$ cat config.mk
export PLATFORM = sky130hd
export DESIGN_NAME = cpu_control_sequencer
export DESIGN_NICKNAME = d
export VERILOG_FILES = /design/src/rtl/cpu_control_sequencer.sv
export SDC_FILE = /design/constraint.sdc
export NUM_CORES = 1
export LEC_CHECK = 0
export BUFFER_PORTS_ARGS = -buffer_cell sky130_fd_sc_hd__buf_2
export CORE_MARGIN = 2
export CORE_UTILIZATION = 52
export DETAILED_ROUTE_END_ITERATION = 10
export PLACE_DENSITY_LB_ADDON = 0.15
export SLEW_MARGIN = 10
export SYNTH_ARGS = -nofsm -noshare
export SYNTH_HDL_FRONTEND = slang
export SYNTH_SLANG_ARGS = --single-unit
$ cat constraint.sdc
create_clock -name clk -period 5.6 [get_ports clk]
set_input_delay 1.12 -clock clk [delete_from_list [all_inputs] [get_ports clk]]
set_output_delay 1.12 -clock clk [all_outputs]
set_load 0.005 [all_outputs]
$ cat src/rtl/cpu_control_sequencer.sv
// -----------------------------------------------------------------------------
// cpu_control_sequencer
//
// Seven-step stepper and instruction decoder for the CPU_B datapath. A one-hot
// step register walks step1..step7 while `run` is high. Steps 1-3 fetch the
// next instruction into the IR. Steps 4-6 decode `ir` (and `flags` for the
// conditional jump) into per-step set/enable strobes and the ALU opcode.
// Step7 is idle.
//
// Ports
//   clk      in   1  system clock, rising edge
//   reset    in   1  synchronous, active-high; forces step1 and silences outputs
//   run      in   1  advance enable; low holds the current step and its outputs
//   ir       in   8  instruction register: [7]=ALU, [6:4]=op, [3:2]=RA, [1:0]=RB
//   flags    in   4  flags register: [3]=C, [2]=A, [1]=E, [0]=Z
//   step     out  7  one-hot step; [0]=step1 .. [6]=step7
//   bus1     out  1  drive 8'h01 through the bus-1 gate
//   s_mar, s_acc, s_iar, s_ir, s_tmp, s_flags, s_ram   out 1  register set strobes
//   e_ram, e_acc, e_iar                                out 1  bus enables
//   s_reg    out  4  one-hot set strobes for R0..R3
//   e_reg    out  4  one-hot bus enables for R0..R3
//   alu_op   out  3  ALU operation; ADD (3'b000) unless an ALU step is active
// -----------------------------------------------------------------------------
module cpu_control_sequencer (
    input  logic       clk,
    input  logic       reset,
    input  logic       run,
    input  logic [7:0] ir,
    input  logic [3:0] flags,
    output logic [6:0] step,
    output logic       bus1,
    output logic       s_mar,
    output logic       s_acc,
    output logic       s_iar,
    output logic       s_ir,
    output logic       s_tmp,
    output logic       s_flags,
    output logic       s_ram,
    output logic       e_ram,
    output logic       e_acc,
    output logic       e_iar,
    output logic [3:0] s_reg,
    output logic [3:0] e_reg,
    output logic [2:0] alu_op
);

    typedef enum logic [6:0] {
        STEP1 = 7'b0000001,
        STEP2 = 7'b0000010,
        STEP3 = 7'b0000100,
        STEP4 = 7'b0001000,
        STEP5 = 7'b0010000,
        STEP6 = 7'b0100000,
        STEP7 = 7'b1000000
    } step_e;

    // Non-ALU instruction classes, decoded from ir[6:4] when ir[7]=0.
    typedef enum logic [2:0] {
        OP_LD    = 3'b000,
        OP_ST    = 3'b001,
        OP_DATA  = 3'b010,
        OP_JMPR  = 3'b011,
        OP_JMP   = 3'b100,
        OP_JCAEZ = 3'b101,
        OP_CLF   = 3'b110,
        OP_IO    = 3'b111
    } op_e;

    localparam logic [2:0] ALU_ADD = 3'b000;
    localparam logic [2:0] ALU_CMP = 3'b111;

    step_e      step_q;
    step_e      step_n;

    logic       alu_inst;
    op_e        op;
    logic [1:0] ra;
    logic [1:0] rb;
    logic       jump_taken;

    assign alu_inst   = ir[7];
    assign op         = op_e'(ir[6:4]);
    assign ra         = ir[3:2];
    assign rb         = ir[1:0];
    // Conditional jump fires when any flag selected by ir[3:0] is set.
    assign jump_taken = |(ir[3:0] & flags);

    // ------------------------------------------------------------------------
    // Step register
    // ------------------------------------------------------------------------
    // NOTE: state registers use non-blocking assignment so every flop samples
    // the pre-edge value of its inputs, independent of block ordering.
    always_ff @(posedge clk) begin
        if (reset) begin
            step_q <= STEP1;
        end else begin
            step_q <= step_n;
        end
    end

    // Rotate left on run; any non-one-hot value (X or upset) falls to the
    // default and restarts at step1 on the next edge, whatever `run` is.
    always_comb begin
        step_n = step_q;
        case (step_q)
            STEP1:   if (run) step_n = STEP2;
            STEP2:   if (run) step_n = STEP3;
            STEP3:   if (run) step_n = STEP4;
            STEP4:   if (run) step_n = STEP5;
            STEP5:   if (run) step_n = STEP6;
            STEP6:   if (run) step_n = STEP7;
            STEP7:   if (run) step_n = STEP1;
            default: step_n = STEP1;
        endcase
    end

    // The register already holds step1 after any reset edge; this covers the
    // first reset cycle so `step` reads step1 for the whole reset window.
    assign step = reset ? STEP1 : step_q;

    // ------------------------------------------------------------------------
    // Control decode
    // ------------------------------------------------------------------------
    // NOTE: every output gets a default before the case so no path leaves a
    // signal unassigned; an unassigned path would infer a latch.
    always_comb begin
        bus1    = 1'b0;
        s_mar   = 1'b0;
        s_acc   = 1'b0;
        s_iar   = 1'b0;
        s_ir    = 1'b0;
        s_tmp   = 1'b0;
        s_flags = 1'b0;
        s_ram   = 1'b0;
        e_ram   = 1'b0;
        e_acc   = 1'b0;
        e_iar   = 1'b0;
        s_reg   = 4'b0000;
        e_reg   = 4'b0000;
        alu_op  = ALU_ADD;

        if (!reset) begin
            case (step_q)
                // Fetch: MAR <= IAR, ACC <= IAR + 1.
                STEP1: begin
                    bus1  = 1'b1;
                    e_iar = 1'b1;
                    s_mar = 1'b1;
                    s_acc = 1'b1;
                end
                // IR <= RAM[MAR].
                STEP2: begin
                    e_ram = 1'b1;
                    s_ir  = 1'b1;
                end
                // IAR <= ACC.
                STEP3: begin
                    e_acc = 1'b1;
                    s_iar = 1'b1;
                end
                STEP4: begin
                    if (alu_inst) begin
                        e_reg[rb] = 1'b1;
                        s_tmp     = 1'b1;
                    end else begin
                        case (op)
                            OP_LD, OP_ST: begin
                                e_reg[ra] = 1'b1;
                                s_mar     = 1'b1;
                            end
                            // Both read the in-line operand byte and bump IAR
                            // past it, reusing the step1 fetch pattern.
                            OP_DATA, OP_JCAEZ: begin
                                bus1  = 1'b1;
                                e_iar = 1'b1;
                                s_mar = 1'b1;
                                s_acc = 1'b1;
                            end
                            OP_JMPR: begin
                                e_reg[rb] = 1'b1;
                                s_iar     = 1'b1;
                            end
                            OP_JMP: begin
                                e_iar = 1'b1;
                                s_mar = 1'b1;
                            end
                            // Clear flags: bus1 with ADD on a zeroed TMP path.
                            OP_CLF: begin
                                bus1    = 1'b1;
                                s_flags = 1'b1;
                            end
                            default: ;
                        endcase
                    end
                end
                STEP5: begin
                    if (alu_inst) begin
                        e_reg[ra] = 1'b1;
                        alu_op    = ir[6:4];
                        s_flags   = 1'b1;
                        // CMP only updates flags; the accumulator is untouched.
                        s_acc     = (ir[6:4] != ALU_CMP);
                    end else begin
                        case (op)
                            OP_LD, OP_DATA: begin
                                e_ram     = 1'b1;
                                s_reg[rb] = 1'b1;
                            end
                            OP_ST: begin
                                e_reg[rb] = 1'b1;
                                s_ram     = 1'b1;
                            end
                            OP_JMP: begin
                                e_ram = 1'b1;
                                s_iar = 1'b1;
                            end
                            // Fall-through address becomes the new IAR first.
                            OP_JCAEZ: begin
                                e_acc = 1'b1;
                                s_iar = 1'b1;
                            end
                            default: ;
                        endcase
                    end
                end
                STEP6: begin
                    if (alu_inst) begin
                        if (ir[6:4] != ALU_CMP) begin
                            e_acc     = 1'b1;
                            s_reg[rb] = 1'b1;
                        end
                    end else begin
                        case (op)
                            OP_DATA: begin
                                e_acc = 1'b1;
                                s_iar = 1'b1;
                            end
                            // Taken branch overwrites IAR with the operand byte.
                            OP_JCAEZ: begin
                                if (jump_taken) begin
                                    e_ram = 1'b1;
                                    s_iar = 1'b1;
                                end
                            end
                            default: ;
                        endcase
                    end
                end
                default: ;
            endcase
        end
    end

endmodule

==> impl_metrics.json <==
{
  "status": "complete, no violations",
  "syn_inst": 175,
  "worstMarginPinSlew_ns": 0.940,
  "required_ns": 4.48,
  "drtIter0Drc": 121,
  "port_buffers": 43,
  "hold_buffers": 0,
  "die_w_um": 50.1,
  "cap_violations": 0,
  "synth_nets": 190,
  "grt_start_max_net_pins": 27,
  "finalSetupTns_ns": 0,
  "slew_viol_final": 0,
  "io_pins": 44,
  "synth-edff-count": 0,
  "cts_sinks": 7,
  "async_flop_share_pct": 0,
  "synth_area_um2": 1100,
  "die_area_um2": 2510,
  "first_global_vias": 1242,
  "syn_avg_cell_area_um2": 6.31,
  "ant_nets": 0,
  "relSlewSlack_pct": 37.1,
  "drive_gt1_share_pct": 24.5,
  "clockBufferDepth": 2,
  "met2_usage_pct": 45.4,
  "hold_viol": 0,
  "dp_hpwl_mm": 2.46,
  "fin_cells": 235,
  "area_delta_synth_final_pct": 19.2,
  "cellPowerDensity_nw_per_um2": 122,
  "setup_viol": 0,
  "num_rows": 16,
  "cts_resized": 0,
  "clk_latency_ns": 0.25,
  "regMostFlops": "step_q",
  "synth_top_area_cell": "dfxtp_1",
  "overflow": 0,
  "drcViolationCount": 0,
  "largest_register_ffs": 7,
  "gp_congestion": 0.900,
  "ys_warn_count": 0,
  "htree_levels": 1,
  "wirelength_mm": 3.34,
  "post-place-ws_ns": 2.08,
  "p_leak_nw": 0.565,
  "post-route-util_pct": 66.4,
  "root_buffer": "clkbuf_4",
  "ys_top_cells_by_area": "dfxtp_1 13%, nor2b_1 8.5%, nor2_1 7.5%",
  "ys_ff_latch": 7,
  "grt_setup_unrepaired": "no",
  "die_y_um": 50.1,
  "critPathMaxFanout": 15,
  "max_freq_mhz": 263,
  "vdd.ir_drop.worst_mv": 0.145,
  "finClkSkew_ns": 0.000934,
  "antenna_cells": 0,
  "routed-via-count": 1443,
  "placed_cells": 231,
  "grt_usage_pct": 27.3,
  "wire_per_inst_um": 14.2,
  "cts_inserted_buffers": 3,
  "grt_pass1_wl_mm": 5.45,
  "ys_types": 42,
  "start_util_pct": 55.7,
  "worstSetupPathType": "reg2out",
  "use_met3_pct": 6.67,
  "core_um2": 1980,
  "yosys.area.top_type_share_pct": 12.7,
  "min_path_type": "reg2reg",
  "seq_area_frac_synth_pct": 12.7,
  "start_kind": "flip-flop",
  "critical_path_arrival_ns": 2.68,
  "final_nets": 224,
  "post_cts_buffers": 0,
  "synth_flop_cell": "dfxtp_1",
  "busiest_layer": "met2",
  "via_per_inst": 6.14,
  "drt_pass1_iterations": 5,
  "period_minus_slack_ns": 3.80,
  "power_mw": 0.160,
  "antenna_found_initial": 0,
  "clk_pin_slew_ns": 0.05,
  "final.setup.worst_slack_ns": 1.80,
  "cts_tree": "built",
  "top_regs": "step_q (7)",
  "finalCritPeriodShare_pct": 67.8,
  "critPathCaptureType": "output pin",
  "use_met1_pct": 35.8
}
[worst max-delay path: stages (launching register included)]
cell and delay (ns):
dfxtp_1 0.40, or4_4 0.62, nor4b_4 0.68, a22oi_1 0.22, o32a_1 0.31, nor2_1 0.08
buf_2 0.11
[power by group]
part           switching (mW)  internal (mW)  leakage, nW  total, mW
sequential            0.00411         0.0515       0.0569     0.0556
combinational          0.0356         0.0221        0.493     0.0578
clock                  0.0192         0.0272       0.0150     0.0464
[Yosys cell counts, types with 2 or more instances]
library cell / n
a22o_1: 2
and3_1: 5
a21oi_1: 10
o22ai_1: 3
inv_1: 3
nor2b_1: 15
a211oi_1: 2
a31oi_1: 2
nor4_1: 2
dfxtp_1: 7
o211ai_1: 2
clkbuf_1: 10
a22oi_1: 4
nand3_1: 4
nand2b_1: 5
nor4b_1: 5
nor3_1: 10
nor2_1: 22
buf_2: 3
a32oi_1: 3
nand2_1: 21
o32a_1: 2
a32o_1: 2
o21ai_0: 13
[per-stage QoR]
| stage | area [µm²] | hold slack (ns) |
|---|---|---|
| 2_1_floorplan | 1100 | 0.556 |
| 3_3_place_gp | 1290 | 0.583 |
| 3_5_place_dp | 1290 | 0.585 |
| 4_1_cts | 1320 | 0.594 |
| 5_1_grt | 1320 | 0.653 |
| 6_report | 1320 | 0.596 |
[placed cells by master (no fill, tap or decap), types with 3 or more instances in the layout]
master / n
buf_2: 43
nor2_1: 22
nand2_1: 21
nor2b_1: 15
o21ai_0: 13
nor3_1: 10
a21oi_1: 10
dfxtp_1: 7
nor4b_1: 5
nand2b_1: 5
and3_1: 5
a22oi_1: 4
nand3_1: 4
o22ai_1: 3
inv_1: 3
a32oi_1: 3
clkbuf_4: 3
[cell type report]
type | instances | area, µm²
Clock buffer | 4 | 26.3
Tap cell | 27 | 33.8
Fill cell | 188 | 667
Inverter | 3 | 11.3
Sequential cell | 7 | 140
Timing Repair Buffer | 43 | 215
Multi-Input combinational cell | 151 | 888
[kinds of logic (layout without fill, tap and decap cells)]
kind of cell	count (synthesis)	after routing	share of synthesized area, %
AO/OA/AOI/OAI	51	51	30.7
XOR/XNOR	1	1	0.794
buffers and inverters	17	50	6.80
flip-flops	7	7	12.7
multiplexers	1	1	0.907
AND/OR/NAND/NOR	98	98	48.1
[path summary, 6_finish.rpt]
kind                            slack [ns]                   start                endpoint  cells after the start
worst max register to register        3.40  step_q[5]$_SDFFE_PP0P_  step_q[5]$_SDFFE_PP0P_                      5
worst max-delay path                  1.80  step_q[1]$_SDFFE_PP0P_                e_reg[2]                      6
worst min register to register        0.60  step_q[1]$_SDFFE_PP0P_  step_q[1]$_SDFFE_PP0P_                      2
worst min-delay path                  0.60  step_q[1]$_SDFFE_PP0P_  step_q[1]$_SDFFE_PP0P_                      2
[routing by layer]
| metal | vias to the layer above | share of wire, % |
|---|---|---|
| li1 | 713 | - |
| met1 | 652 | 44 |
| met2 | 74 | 48 |
| met3 | 4 | 8.4 |
| met4 | 0 | 0.42 |
| met5 | - | 0 |
Note: power is estimated with default switching activity, not from simulation.
